## config.mk

```make
export PLATFORM = sky130hd
export DESIGN_NAME = multicycle_sequencer
export DESIGN_NICKNAME = d
export VERILOG_FILES = /design/src/rtl/multicycle_sequencer.sv
export SDC_FILE = /design/constraint.sdc
export NUM_CORES = 1
export LEC_CHECK = 0
export CORE_UTILIZATION = 43
export CTS_CLUSTER_SIZE = 28
export DETAILED_ROUTE_END_ITERATION = 7
export MAX_ROUTING_LAYER = met4
export PLACE_DENSITY = 0.85
export SLEW_MARGIN = 0
export SYNTH_ARGS = -nofsm -noshare
export SYNTH_HDL_FRONTEND = slang
export SYNTH_SLANG_ARGS = --single-unit
```

## constraint.sdc

```tcl
create_clock -name clk -period 2 [get_ports clk]
set_input_delay 0.5 -clock clk [delete_from_list [all_inputs] [get_ports clk]]
set_output_delay 0.5 -clock clk [all_outputs]
set_load 0.005 [all_outputs]
```

## src/rtl/multicycle_sequencer.sv

```systemverilog
// Multicycle control sequencer: latches the decoder's control bits and steps them through
// fetch/decode/exec/mem/wb/branch as per-cycle datapath strobes. Optional SEQ_PERF_COUNT_EN adds perf counters.
module multicycle_sequencer #(
    parameter int MEM_TIMEOUT = 16
) (
    input  logic        clk,
    input  logic        rst,
    input  logic        start,
    input  logic        halt_req,
    input  logic        reg_read,
    input  logic        reg_write,
    input  logic        mem_read,
    input  logic        mem_write,
    input  logic        branch,
    input  logic        mem_to_reg,
    input  logic        alu_src,
    input  logic        pc_src,
    input  logic        branch_cond,
    input  logic        imem_ack,
    input  logic        dmem_ack,
    output logic        imem_req,
    output logic        ir_load,
    output logic        rf_read_en,
    output logic        alu_start,
    output logic        alu_src_sel,
    output logic        dmem_req,
    output logic        dmem_we,
    output logic        rf_write_en,
    output logic        wb_sel,
    output logic        pc_write,
    output logic        pc_sel,
    output logic        busy,
    output logic        fault,
    output logic [2:0]  state
`ifdef SEQ_PERF_COUNT_EN
    ,
    output logic [31:0] cycle_count,
    output logic [31:0] retired_count
`endif
);

    localparam int CW = $clog2(MEM_TIMEOUT + 1);
    localparam logic [CW-1:0] TMO_LAST = CW'(MEM_TIMEOUT - 1);

    typedef enum logic [2:0] {
        S_IDLE   = 3'd0,
        S_FETCH  = 3'd1,
        S_DECODE = 3'd2,
        S_EXEC   = 3'd3,
        S_MEM    = 3'd4,
        S_WB     = 3'd5,
        S_BRANCH = 3'd6,
        S_FAULT  = 3'd7
    } state_t;

    typedef struct packed {
        logic reg_read;
        logic reg_write;
        logic mem_read;
        logic mem_write;
        logic branch;
        logic mem_to_reg;
        logic alu_src;
        logic pc_src;
    } ctrl_t;

    state_t        state_q, state_d;
    ctrl_t         ctrl_q, ctrl_d, ctrl_in;
    logic [CW-1:0] tmo_q, tmo_d;
    logic          st_done_q, st_done_d;
    logic          ir_load_q, ir_load_d;
    logic          eoi;
    logic          taken;

    assign ctrl_in = {reg_read, reg_write, mem_read, mem_write,
                      branch, mem_to_reg, alu_src, pc_src};

    // Branches without a register read are unconditional.
    assign taken = ctrl_q.pc_src & (~ctrl_q.reg_read | branch_cond);

    always_comb begin
        state_d     = state_q;
        ctrl_d      = ctrl_q;
        tmo_d       = tmo_q;
        st_done_d   = 1'b0;
        ir_load_d   = 1'b0;
        eoi         = 1'b0;
        imem_req    = 1'b0;
        rf_read_en  = 1'b0;
        alu_start   = 1'b0;
        alu_src_sel = 1'b0;
        dmem_req    = 1'b0;
        dmem_we     = 1'b0;
        rf_write_en = 1'b0;
        wb_sel      = 1'b0;
        pc_write    = 1'b0;
        pc_sel      = 1'b0;

        unique case (state_q)
            S_IDLE: begin
                if (start) state_d = S_FETCH;
            end
            S_FETCH: begin
                imem_req = 1'b1;
                if (imem_ack) begin
                    ir_load_d = 1'b1;
                    state_d   = S_DECODE;
                end else if (tmo_q == TMO_LAST) begin
                    state_d = S_FAULT;
                end else begin
                    tmo_d = tmo_q + 1'b1;
                end
            end
            S_DECODE: begin
                ctrl_d = ctrl_in;
                if (mem_read && mem_write)  state_d = S_FAULT;
                else if (ctrl_in == '0)     eoi     = 1'b1;
                else                        state_d = S_EXEC;
            end
            S_EXEC: begin
                rf_read_en  = ctrl_q.reg_read;
                alu_start   = 1'b1;
                alu_src_sel = ctrl_q.alu_src;
                if (ctrl_q.mem_read || ctrl_q.mem_write)       state_d = S_MEM;
                else if (ctrl_q.branch)                        state_d = S_BRANCH;
                else if (ctrl_q.reg_write || ctrl_q.mem_to_reg) state_d = S_WB;
                else                                           eoi     = 1'b1;
            end
            S_MEM: begin
                // A completed store spends one extra MEM cycle, request dropped, to retire.
                if (st_done_q) begin
                    eoi = 1'b1;
                end else begin
                    dmem_req = 1'b1;
                    dmem_we  = ctrl_q.mem_write;
                    if (dmem_ack) begin
                        if (ctrl_q.mem_read) state_d   = S_WB;
                        else                 st_done_d = 1'b1;
                    end else if (tmo_q == TMO_LAST) begin
                        state_d = S_FAULT;
                    end else begin
                        tmo_d = tmo_q + 1'b1;
                    end
                end
            end
            S_WB: begin
                rf_write_en = 1'b1;
                wb_sel      = ctrl_q.mem_to_reg;
                eoi         = 1'b1;
            end
            S_BRANCH: begin
                pc_write = 1'b1;
                pc_sel   = taken;
                state_d  = halt_req ? S_IDLE : S_FETCH;
            end
            S_FAULT: begin
                state_d = S_FAULT;
            end
            default: begin
                state_d = S_FAULT;
            end
        endcase

        if (eoi) begin
            pc_write = 1'b1;
            pc_sel   = 1'b0;
            state_d  = halt_req ? S_IDLE : S_FETCH;
        end

        if ((state_d == S_FETCH || state_d == S_MEM) && state_d != state_q) tmo_d = '0;
    end

    always_ff @(posedge clk or posedge rst) begin
        if (rst) begin
            state_q   <= S_IDLE;
            ctrl_q    <= '0;
            tmo_q     <= '0;
            st_done_q <= 1'b0;
            ir_load_q <= 1'b0;
        end else begin
            state_q   <= state_d;
            ctrl_q    <= ctrl_d;
            tmo_q     <= tmo_d;
            st_done_q <= st_done_d;
            ir_load_q <= ir_load_d;
        end
    end

    assign ir_load = ir_load_q;
    assign busy    = (state_q != S_IDLE) && (state_q != S_FAULT);
    assign fault   = (state_q == S_FAULT);
    assign state   = state_q;

`ifdef SEQ_PERF_COUNT_EN
    logic [31:0] cycle_cnt_q, cycle_cnt_d;
    logic [31:0] retired_cnt_q, retired_cnt_d;

    always_comb begin
        cycle_cnt_d   = cycle_cnt_q + (busy ? 32'd1 : 32'd0);
        retired_cnt_d = retired_cnt_q + (pc_write ? 32'd1 : 32'd0);
    end

    always_ff @(posedge clk or posedge rst) begin
        if (rst) begin
            cycle_cnt_q   <= '0;
            retired_cnt_q <= '0;
        end else begin
            cycle_cnt_q   <= cycle_cnt_d;
            retired_cnt_q <= retired_cnt_d;
        end
    end

    assign cycle_count   = cycle_cnt_q;
    assign retired_count = retired_cnt_q;
`endif

endmodule

```

=== After elaboration in Yosys (flattened, before gate mapping) ===
Cells that the tools add are included.

* $add $sub $neg: 1
* Multipliers: 0
* Divide/modulo/power cells: 0
* Order comparisons: 0
* Equal/unequal tests: 15
* Shifts and indexed selects: 0
* Mux-type cells: 47
* Bitwise gates (word level): 3
* Reduce and logical (&&, ||, !) cells: 11

{| class="wikitable"
|+ Operators with widths
! kind !! number
|-
| $mux W3 || 12
|-
| $mux W1 || 27
|-
| $mux W5 || 5
|-
| $pmux W3 S7 || 1
|-
| $eq A3 B3 Y1 const B || 5
|-
| $ne A3 B3 Y1 const B || 4
|-
| $pmux W5 S2 || 1
|-
| $logic_not A8 Y1 || 1
|-
| $eq A3 B1 Y1 const B || 2
|-
| $eq A3 B2 Y1 const B || 2
|-
| $reduce_bool A3 Y1 || 2
|-
| $add A5 B1 Y5 const B || 1
|-
| $eq A5 B4 Y1 const B || 1
|-
| $pmux W1 S4 || 1
|-
| $reduce_and A4 Y1 || 1
|-
| $logic_and A1 B1 Y1 || 3
|-
| $logic_not A3 Y1 || 1
|-
| $logic_or A1 B1 Y1 || 3
|-
| $ne A3 B3 Y1 || 1
|-
| $and A1 B1 Y1 || 1
|-
| $not A1 Y1 || 1
|-
| $or A1 B1 Y1 || 1
|}

* Bits in registers: 18
* Latch bits: 0
* RAM bits: 0
* Bits in read-only memories: 0
* Input port bits: 15
* Output and inout port bits: 16
* Word-level logic and storage cells: 89
* Memories kept: 0

=== Logic depth before layout (Yosys ltp) ===
Gate-level depths: netlist of the first run.

* Depth in word-level cells: 11
* Mapped depth: 9
* Gate-level depth less buffers: 9

=== Worst setup path after synthesis of the first run ===
OpenSTA, ideal clock, no wires.

* Path kind: reg-to-reg
* From: reg tmo_q[0]
* To: reg tmo_q[4]
* Setup time: 94 ps
* Data arrival time: 2,124 ps
* Data required time: 1,906 ps
* Path slack: -219 ps
* Cell stages (with the launch flop): 10
* Path buffers: 0
* Clock period less this slack: 2,219 ps
* Path through: dfrtp_1 > ha_1 > and3_1 > ha_1 > mux2_2 > o21ai_0 > nand3_1 > o31a_2 > mux2i_4 > a211oi_1

* Word-level cells in the longest chain between the ends: 11
* Elaborated cells on any way between the ends: 24
* Classes of those cells: add/sub (1); eq/ne (7); mux (12); reduce/logical (4)

{| class="wikitable"
|+ Ends and longest elaborated chain
! element !! RTL line !! source
|-
| from (decl) || 69 || <nowiki>logic [CW-1:0] tmo_q, tmo_d;</nowiki>
|-
| from (signal assigned) || 183 || <nowiki>tmo_q <= tmo_d;</nowiki>
|-
| $eq A5 B4 Y1 * || 108, 139 ||
|-
| $mux W3 * || 108, 139 ||
|-
| $mux W3 || 136 || <nowiki>if (dmem_ack) begin</nowiki>
|-
| $mux W3 || 131 || <nowiki>if (st_done_q) begin</nowiki>
|-
| $pmux W3 S7 * || 99 || <nowiki>unique case (state_q)</nowiki>
|-
| $mux W3 * || 164 || <nowiki>if (eoi) begin</nowiki>
|-
| net state_d[0] || 67 || <nowiki>state_t state_q, state_d;</nowiki>
|-
| $eq A3 B1 Y1 or $eq A3 B3 Y1 (tied branches) || 170 || <nowiki>if ((state_d == S_FETCH || state_d == S_MEM) && state_d != state_q) tmo_d = '0;</nowiki>
|-
| $logic_or A1 B1 Y1 || 170 ||
|-
| $logic_and A1 B1 Y1 * || 170 ||
|-
| $ne A3 B3 Y1 (no source line) or $reduce_bool A3 Y1 (tied branches) || - ||
|-
| $reduce_and A4 Y1 (no source line) || - ||
|}

Mark *: on every way through the listed nets, which the timed path passes. The rest lies on a longest branch. The select of a mux whose other input is x is not followed.
A chain may end at the register's enable or synchronous reset.

==> flow_summary.json, run 1 <==
{
  "detailedPlace.worstSlack_ps": -988,
  "cp.arrival_ps": 2020,
  "synth_seq_cells": 18,
  "ys_warn_count": 0,
  "ff2ff_path_depth": 12,
  "drc": 0,
  "syn_area_um2": 1170,
  "switchingPower_uw": 1420,
  "synth_area_leader_cell": "dfrtp_1",
  "final.setup.tns_ps": -4220,
  "relSlewSlack": 0.736,
  "final-setup-viol-count": 15,
  "synth.avg_cell_area_um2": 9.46,
  "area_growth_pct": 91.4,
  "ant_nets": 0,
  "track_usage": 0.377,
  "grt_pass1_wl_um": 7330,
  "worst_pin_slew_ps": 391,
  "yosysSeqAreaShare": 0.384,
  "internal_power_uw": 1880,
  "status": "complete, but fails checks",
  "fin_nets": 237,
  "end_kind": "output pin",
  "r2r_setup_slack_ps": -450,
  "cp-start-kind": "flop",
  "seqPwrFrac": 0.194,
  "clockBufferDepth": 2,
  "hpwl_um": 2640,
  "viasPerCell": 6.22,
  "gp_congestion": 0.901,
  "fmax_mhz": 397,
  "vias": 1548,
  "syn-num-nets": 141,
  "violations": "negative setup slack",
  "core-area_um2": 2520,
  "final_cell_mix": "52 x buf_4, 21 x buf_6, 17 x dfrtp_1",
  "grt_antenna_before_repair": 0,
  "start_util": 0.465,
  "grt_start_max_net_pins": 19,
  "cts_buffers": 3,
  "synth.distinct_cells": 38,
  "required_ps": 1500,
  "diodes": 0,
  "clock_latency_ps": 290,
  "fp-row-count": 18,
  "regArea_um2": 452,
  "synth_area_leaders": "dfrtp_1 38%, mux2_2 8.6%, nor2_1 4.8%",
  "multi_input_area_um2": 876,
  "drv_cap": 0,
  "clk_pin_slew_ps": 120,
  "slew_violations": 0,
  "syn_inst": 124,
  "grt_pass1_vias": 1425,
  "routedWlPerCell_um": 22.8,
  "hold_path.class": "input port to asynchronous set/reset pin",
  "rsz0062_at_grt": "true",
  "p_sw_frac": 0.429,
  "tritoncts": "done",
  "layout_min_cycle_time_ps": 2520,
  "io_buffers": 30,
  "overflow": 0,
  "drive_gt1_frac": 0.616,
  "cts_hold_buf": 0,
  "r2r-start": "tmo_q[0]",
  "num_io_pins": 31,
  "clockPowerShare": 0.071,
  "worst_slack_ps": -520,
  "holdWs_ps": 519,
  "nFillCells": 114,
  "fin_worst_skew_ps": 2.60,
  "pwr-share-comb": 0.735,
  "finalHoldViolations": 0,
  "layout_commonest_cell": "buf_4",
  "r2r_end": "tmo_q[1]",
  "leakage_uw": 0.00104,
  "wl_um": 5680,
  "drt-pass1-iter-count": 4,
  "fin_crit_sh": 1.26,
  "drtIter0Drc": 94,
  "synth_top_area_frac": 0.384,
  "die_area_um2": 2940,
  "worstPathMaxFanout": 4,
  "die_w_um": 54.2,
  "power_density_nw_per_um2": 1470,
  "cts.sinks": 18,
  "die_h_um": 54.2,
  "cts_root_buf": "clkbuf_4",
  "ctsHtreeMaxLevel": 1,
  "vdd_drop_max_mv": 1.38,
  "worstSetupPathType": "flop to output pin"
}
-- cells in the mapped netlist --
master,number
xnor2_1,2
mux2_2,9
nand4_1,1
mux2i_4,1
nor4_2,1
a211oi_1,3
o311ai_0,1
o211ai_1,1
o21ai_0,3
o31ai_1,1
nand2b_1,4
and3_4,1
nor4b_2,1
dfrtp_1,18
o31a_2,1
nor2_1,15
nand3_1,3
ha_1,2
a21bo_2,1
o211a_1,1
nor3_1,3
o31a_1,1
and2_1,4
nor3b_1,2
nand3b_1,3
inv_1,4
and3_1,5
nand2_1,6
a211oi_2,1
mux2i_1,1
nor4_1,2
or4b_1,1
nor2b_1,3
o2bb2ai_1,1
a21oi_1,8
and3b_1,2
buf_2,6
a21oi_2,1
-- critical path, stage by stage, from the launching register on --
cell      delay (ps)
dfrtp_1          420
ha_2             200
and3_4           150
ha_4             170
nand2_2           60
o211ai_1         130
a211oi_2         350
a21oi_2          100
buf_2            140
-- worst max-delay path by stage --
| stage | from | endpoint |
|---|---|---|
| 6_report | tmo_q[0] | imem_req |
| 5_1_grt | state[1] | tmo_q[1] |
| 4_1_cts | tmo_q[0] | imem_req |
| 3_5_place_dp | mem_to_reg | pc_write |
| 3_3_place_gp | dmem_ack | imem_req |
| 2_1_floorplan | tmo_q[0] | tmo_q[4] |
-- flip-flops by register name, summed over array words and instances (netlist names) --
register and count:
ctrl_q 8, tmo_q 5, state 3, ir_load 1
st_done_q 1
-- power by group through the flow --
stage               sequential, uW  clock (uW)  combinational (uW)
finish                         640         234                2420
global route                   644         248                2510
global placement               611           0                1520
floorplan                      608           0                 843
CTS                            619         230                1930
detailed placement             621           0                1600
-- logic make-up (layout without fill, tap and decap cells) --
logic type | count (synthesis) | count (layout) | synth area share
buf+inv | 10 | 105 | 0.0384
fa+ha+maj | 2 | 2 | 0.0213
flops | 18 | 18 | 0.384
mux | 11 | 11 | 0.114
simple gates | 57 | 57 | 0.282
xor+xnor | 2 | 2 | 0.0149
compound gates | 24 | 24 | 0.145
-- cell type report --
| class | instances | share of cell area |
|---|---|---|
| well taps | 30 | 0.0167 |
| clock buffers | 4 | 0.0162 |
| flip-flops and latches | 18 | 0.201 |
| repair buffers | 97 | 0.369 |
| multi-input cells | 96 | 0.390 |
| inverters | 4 | 0.00669 |
-- what timing repair did --
| action | CTS | global route |
|---|---|---|
| pin swaps | 24 | 9 |
| setup endpoints to repair | 17 | 17 |
| cloned | 0 | 0 |
| gates resized for setup | 86 | 31 |
| buffers inserted | 23 | 11 |
-- through the flow --
stage,total power (uW),std cells,utilization,instance area (um^2)
finish,3300,249,0.890,2250
global route,3400,249,0.890,2250
floorplan,1450,124,-,1200
CTS,2780,239,0.818,2060
global placement,2130,214,0.706,1780
detailed placement,2220,214,0.706,1780
-- metal layers --
metal | global-route usage | up-vias | routed length (um)
li1 | - | 641 | -
met1 | 0.458 | 742 | 2070
met2 | 0.622 | 137 | 2730
met3 | 0.0556 | 28 | 589
met4 | 0.158 | 0 | 280
met5 | - | - | 0
Note: power is estimated with default switching activity, not from simulation.
==> inputs of run 2 (changes only) <==
--- a/config.mk
+++ b/config.mk
@@ -8,7 +8,6 @@
 export CORE_UTILIZATION = 43
 export CTS_CLUSTER_SIZE = 28
 export DETAILED_ROUTE_END_ITERATION = 7
-export MAX_ROUTING_LAYER = met4
 export PLACE_DENSITY = 0.85
 export SLEW_MARGIN = 0
 export SYNTH_ARGS = -nofsm -noshare
==> flow_summary.json, run 2 (synthesized netlist as in run 1, its figures left out) <==
{
  "status": "complete, but fails checks",
  "violations": "negative setup slack",
  "worst_slack_ps": -627,
  "grt_start_max_net_pins": 19,
  "cts.sinks": 18,
  "grt.met2_usage": 0.628,
  "detailedPlace.worstSlack_ps": -988,
  "ff2ff_path_depth": 8,
  "clk_pin_slew_ps": 130,
  "layout_min_cycle_time_ps": 2630,
  "worst_pin_slew_ps": 357,
  "start_util": 0.465,
  "relSlewSlack": 0.759,
  "cts_root_buf": "clkbuf_4",
  "hold_path.class": "input port to asynchronous set/reset pin",
  "die_h_um": 54.2,
  "use_met1": 0.458,
  "fmax_mhz": 381,
  "fp-row-count": 18,
  "grt_pass1_wl_um": 7290,
  "drive_gt1_frac": 0.620,
  "diodes": 0,
  "final-setup-viol-count": 15,
  "fin_worst_skew_ps": 8.91,
  "busiest_layer": "met2",
  "cp-start-kind": "flop",
  "num_io_pins": 31,
  "largest_register_ffs": 8,
  "fin_nets": 234,
  "required_ps": 1500,
  "core-area_um2": 2520,
  "end_kind": "output pin",
  "drc": 0,
  "cts_buffers": 3,
  "final_cell_mix": "46 x buf_4, 25 x buf_6, 17 x dfrtp_1",
  "worstSetupPathType": "flop to output pin",
  "grtUsageMet3": 0.0444,
  "grt_antenna_before_repair": 0,
  "fin_crit_sh": 1.31,
  "ant_nets": 0,
  "power_density_nw_per_um2": 1480,
  "track_usage": 0.365,
  "vdd_drop_max_mv": 1.41,
  "drv_cap": 0,
  "routedWlPerCell_um": 24.8,
  "largest-register": "ctrl_q",
  "layout_commonest_cell": "buf_4",
  "clockBufferDepth": 2,
  "tritoncts": "done",
  "vias": 1587,
  "die_w_um": 54.2,
  "drtIter0Drc": 102,
  "clock_latency_ps": 300,
  "slew_violations": 0,
  "leakage_uw": 0.00104,
  "viasPerCell": 6.45,
  "ctsHtreeMaxLevel": 1,
  "worstPathMaxFanout": 6,
  "wl_um": 6090,
  "io_buffers": 30,
  "overflow": 0,
  "rsz0062_at_grt": "true",
  "holdWs_ps": 524,
  "die_area_um2": 2940,
  "drt-pass1-iter-count": 4,
  "finalHoldViolations": 0,
  "cp.arrival_ps": 2130,
  "gp_congestion": 0.886,
  "hpwl_um": 2640,
  "grt_pass1_vias": 1419,
  "area_growth_pct": 92.6,
  "r2r_setup_slack_ps": -340
}
[run 2: report_power, final]
part	switching (uW)	internal [uW]	total, uW
registers	135	514	648
logic	1220	1230	2450
clock network	136	111	247
[run 2: critical path: stages, from the launching register on]
cell and delay, ps:
dfrtp_2 480, buf_6 150, buf_4 150, inv_1 90, nand4_1 240, a211oi_2 430
a21oi_2 120, buf_2 150
[run 2: path summary, 6_finish.rpt]
| kind | start | end |
|---|---|---|
| max in group asynchronous | rst | state[2] |
| worst max register to register | state[1] | tmo_q[1] |
| min in group clk | ctrl_q[1] | ctrl_q[1] |
| worst min-delay path | rst | ctrl_q[6] |
| worst min register to register | ctrl_q[1] | ctrl_q[1] |
| worst max-delay path | state[2] | imem_req |
[run 2: through the flow]
| step | power, uW | cell area (um^2) | utilization | TNS [ps] | instances |
|---|---|---|---|---|---|
| 4_1_cts | 2780 | 2060 | 0.818 | -1900 | 239 |
| 2_1_floorplan | 1450 | 1200 | - | -329 | 124 |
| 3_5_place_dp | 2220 | 1780 | 0.706 | -6140 | 214 |
| 3_3_place_gp | 2130 | 1780 | 0.706 | -5520 | 214 |
| 6_report | 3340 | 2260 | 0.896 | -3620 | 246 |
| 5_1_grt | 3430 | 2260 | 0.896 | -4220 | 246 |
[run 2: layer usage]
layer,wire (um),vias up,part of all wire
li1,-,632,-
met1,2060,752,0.34
met2,2860,147,0.47
met3,658,56,0.11
met4,509,0,0.084
met5,0,-,0
[run 2: final cells by class]
type	instances	area [um^2]
clock buffer	4	36.3
fill	100	262
inverter	4	15.0
multi-input combinational	96	906
sequential	18	452
tap	30	37.5
timing repair buffer	94	815
[run 2: what timing repair did]
| action | in CTS | in global routing |
|---|---|---|
| resized for setup | 86 | 39 |
| setup endpoints to repair | 17 | 17 |
| pin swaps | 24 | 13 |
| hold buffers | 0 | 0 |
| setup buffers | 23 | 12 |
==> patch (flow settings as in run 1) <==
Set the parameter `MEM_TIMEOUT` to 64 (it was 16).
--- a/src/rtl/multicycle_sequencer.sv
+++ b/src/rtl/multicycle_sequencer.sv
@@ -2,5 +2,5 @@
 // fetch/decode/exec/mem/wb/branch as per-cycle datapath strobes. Optional SEQ_PERF_COUNT_EN adds perf counters.
 module multicycle_sequencer #(
-    parameter int MEM_TIMEOUT = 16
+    parameter int MEM_TIMEOUT = 64
 ) (
     input  logic        clk,
Formal check against the unedited RTL: no difference found for any inputs over 10 cycles, from zero or initial values and one cycle with rst high; that may be too few to reach the edited logic, so the function may still have changed.
==> patch against run 1 <==
  * The run still ends with negative setup slack left
  * Total power decreased by 8.1%
  * Clock skew increased by 0.0079 ns
  * Sequential share of layout area increased by 4.2 points
  * Area after synthesis increased by 6.6%
  * Setup slack improved by 0.24 ns
  * Sequential cell count increased by 2
  * Wire length decreased by 31%
  * Cell area decreased by 7.9%
  * Critical path type unchanged
  * Largest cell class unchanged
==> patch: results (changes against run 1) <==
----------------------------------------------------
[Outcome]
  Result of the run ... complete, but fails checks
  Violations in the final reports ... negative setup slack

[CTS]
  Clk_lat worst skew ... 0.32 ns (+0.03 ns)

[Global routing]
  Met1 Use GR ... 31.5% (-14 points)
  Vias in the first global route ... 1,358 (-4.7%)
  Pin count of the biggest net entering global routing ... 21 (+2)
  Wire length of the first global-routing pass ... 6390 µm (-13%)
  Total global routing track utilization ... 27.3% (-10 points)
  Met2 usage ... 46.6% (-16 points)

[Timing]
  Skew final ... 0.0104 ns (+0.00785 ns)
  Setup violators final ... 15 (unchanged)
  Final clock period utilization by the worst path ... 114% (-12 points)
  PnR worst setup slack ... -0.285 ns (+0.236 ns)
  Hold Worst Slack ... 0.490 ns (-0.0283 ns)

[Detailed routing]
  Drt total wl ... 3910 µm (-31%)
  Via-to-Cell Ratio ... 5.77 (-7.2%)
  Met2 Routed Length ... 1940 µm (-29%)

[Synth]
  Adder and majority cell fraction of the synthesized area ... 1.00% (-1.1 points)
  Compound-gate portion of the synthesized area ... 13.3% (-1.2 points)
  Post-synthesis xor/xnor area fraction ... 3.50% (+2.0 points)
  Multiplexer share of the synthesized area ... 7.10% (-4.3 points)
  Most frequent cells after synthesis ... sky130_fd_sc_hd__dfrtp_1, sky130_fd_sc_hd__nor2_1, sky130_fd_sc_hd__mux2_2, sky130_fd_sc_hd__nand2_1
  Yosys cell types ... 44 (+16%)
  Top cells by area, synth ... sky130_fd_sc_hd__dfrtp_1, sky130_fd_sc_hd__mux2_2, sky130_fd_sc_hd__nor2_1
  Fraction of the yosys area taken by sequential cells ... 40.0% (+1.6 points)

[Power and ir drop]
  Switching component of the power ... 1.15 mW (-19%)
  Static Leakage ... 0.976 nW (-6.4%)

[Worst setup path]
  Worst path max stage delay ... 0.44 ns (+0.02 ns)
  Worst setup slack for register-to-register paths ... -0.27 ns (+0.18 ns)
  Arrival @ worst endpoint ... 1.78 ns (-0.24 ns)
  Beginning of the worst register-to-register path ... state[0]$_DFF_PP0_

----------------------------------------------------
patch: cell count changes after synthesis, moves of 3 or more:
cell,delta
sky130_fd_sc_hd__a211oi_1,-3
sky130_fd_sc_hd__a21oi_1,-4
sky130_fd_sc_hd__buf_2,-6
sky130_fd_sc_hd__clkbuf_1,+3
sky130_fd_sc_hd__nand3b_1,-3
sky130_fd_sc_hd__nand4_1,+3
sky130_fd_sc_hd__xor2_1,+3
patch: per-stage QoR:
step / TNS (ns) / util [%] / area, µm²
after floorplan: 0 / - / 1250
after global placement: -3.87 / 65.0 / 1790
after detailed placement: -4.50 / 65.0 / 1790
after CTS: -2.24 / 73.2 / 2020
after global routing: -3.99 / 75.0 / 2070
final: -3.10 / 75.0 / 2070
patch: cell type report:
| type | count | share of cell area (%) |
|---|---|---|
| clock buffers | 4 | 1.75 |
| inverters | 3 | 0.544 |
| multi-input cells | 98 | 38.1 |
| flip-flops and latches | 20 | 24.3 |
| well taps | 31 | 1.88 |
| repair buffers | 77 | 33.4 |
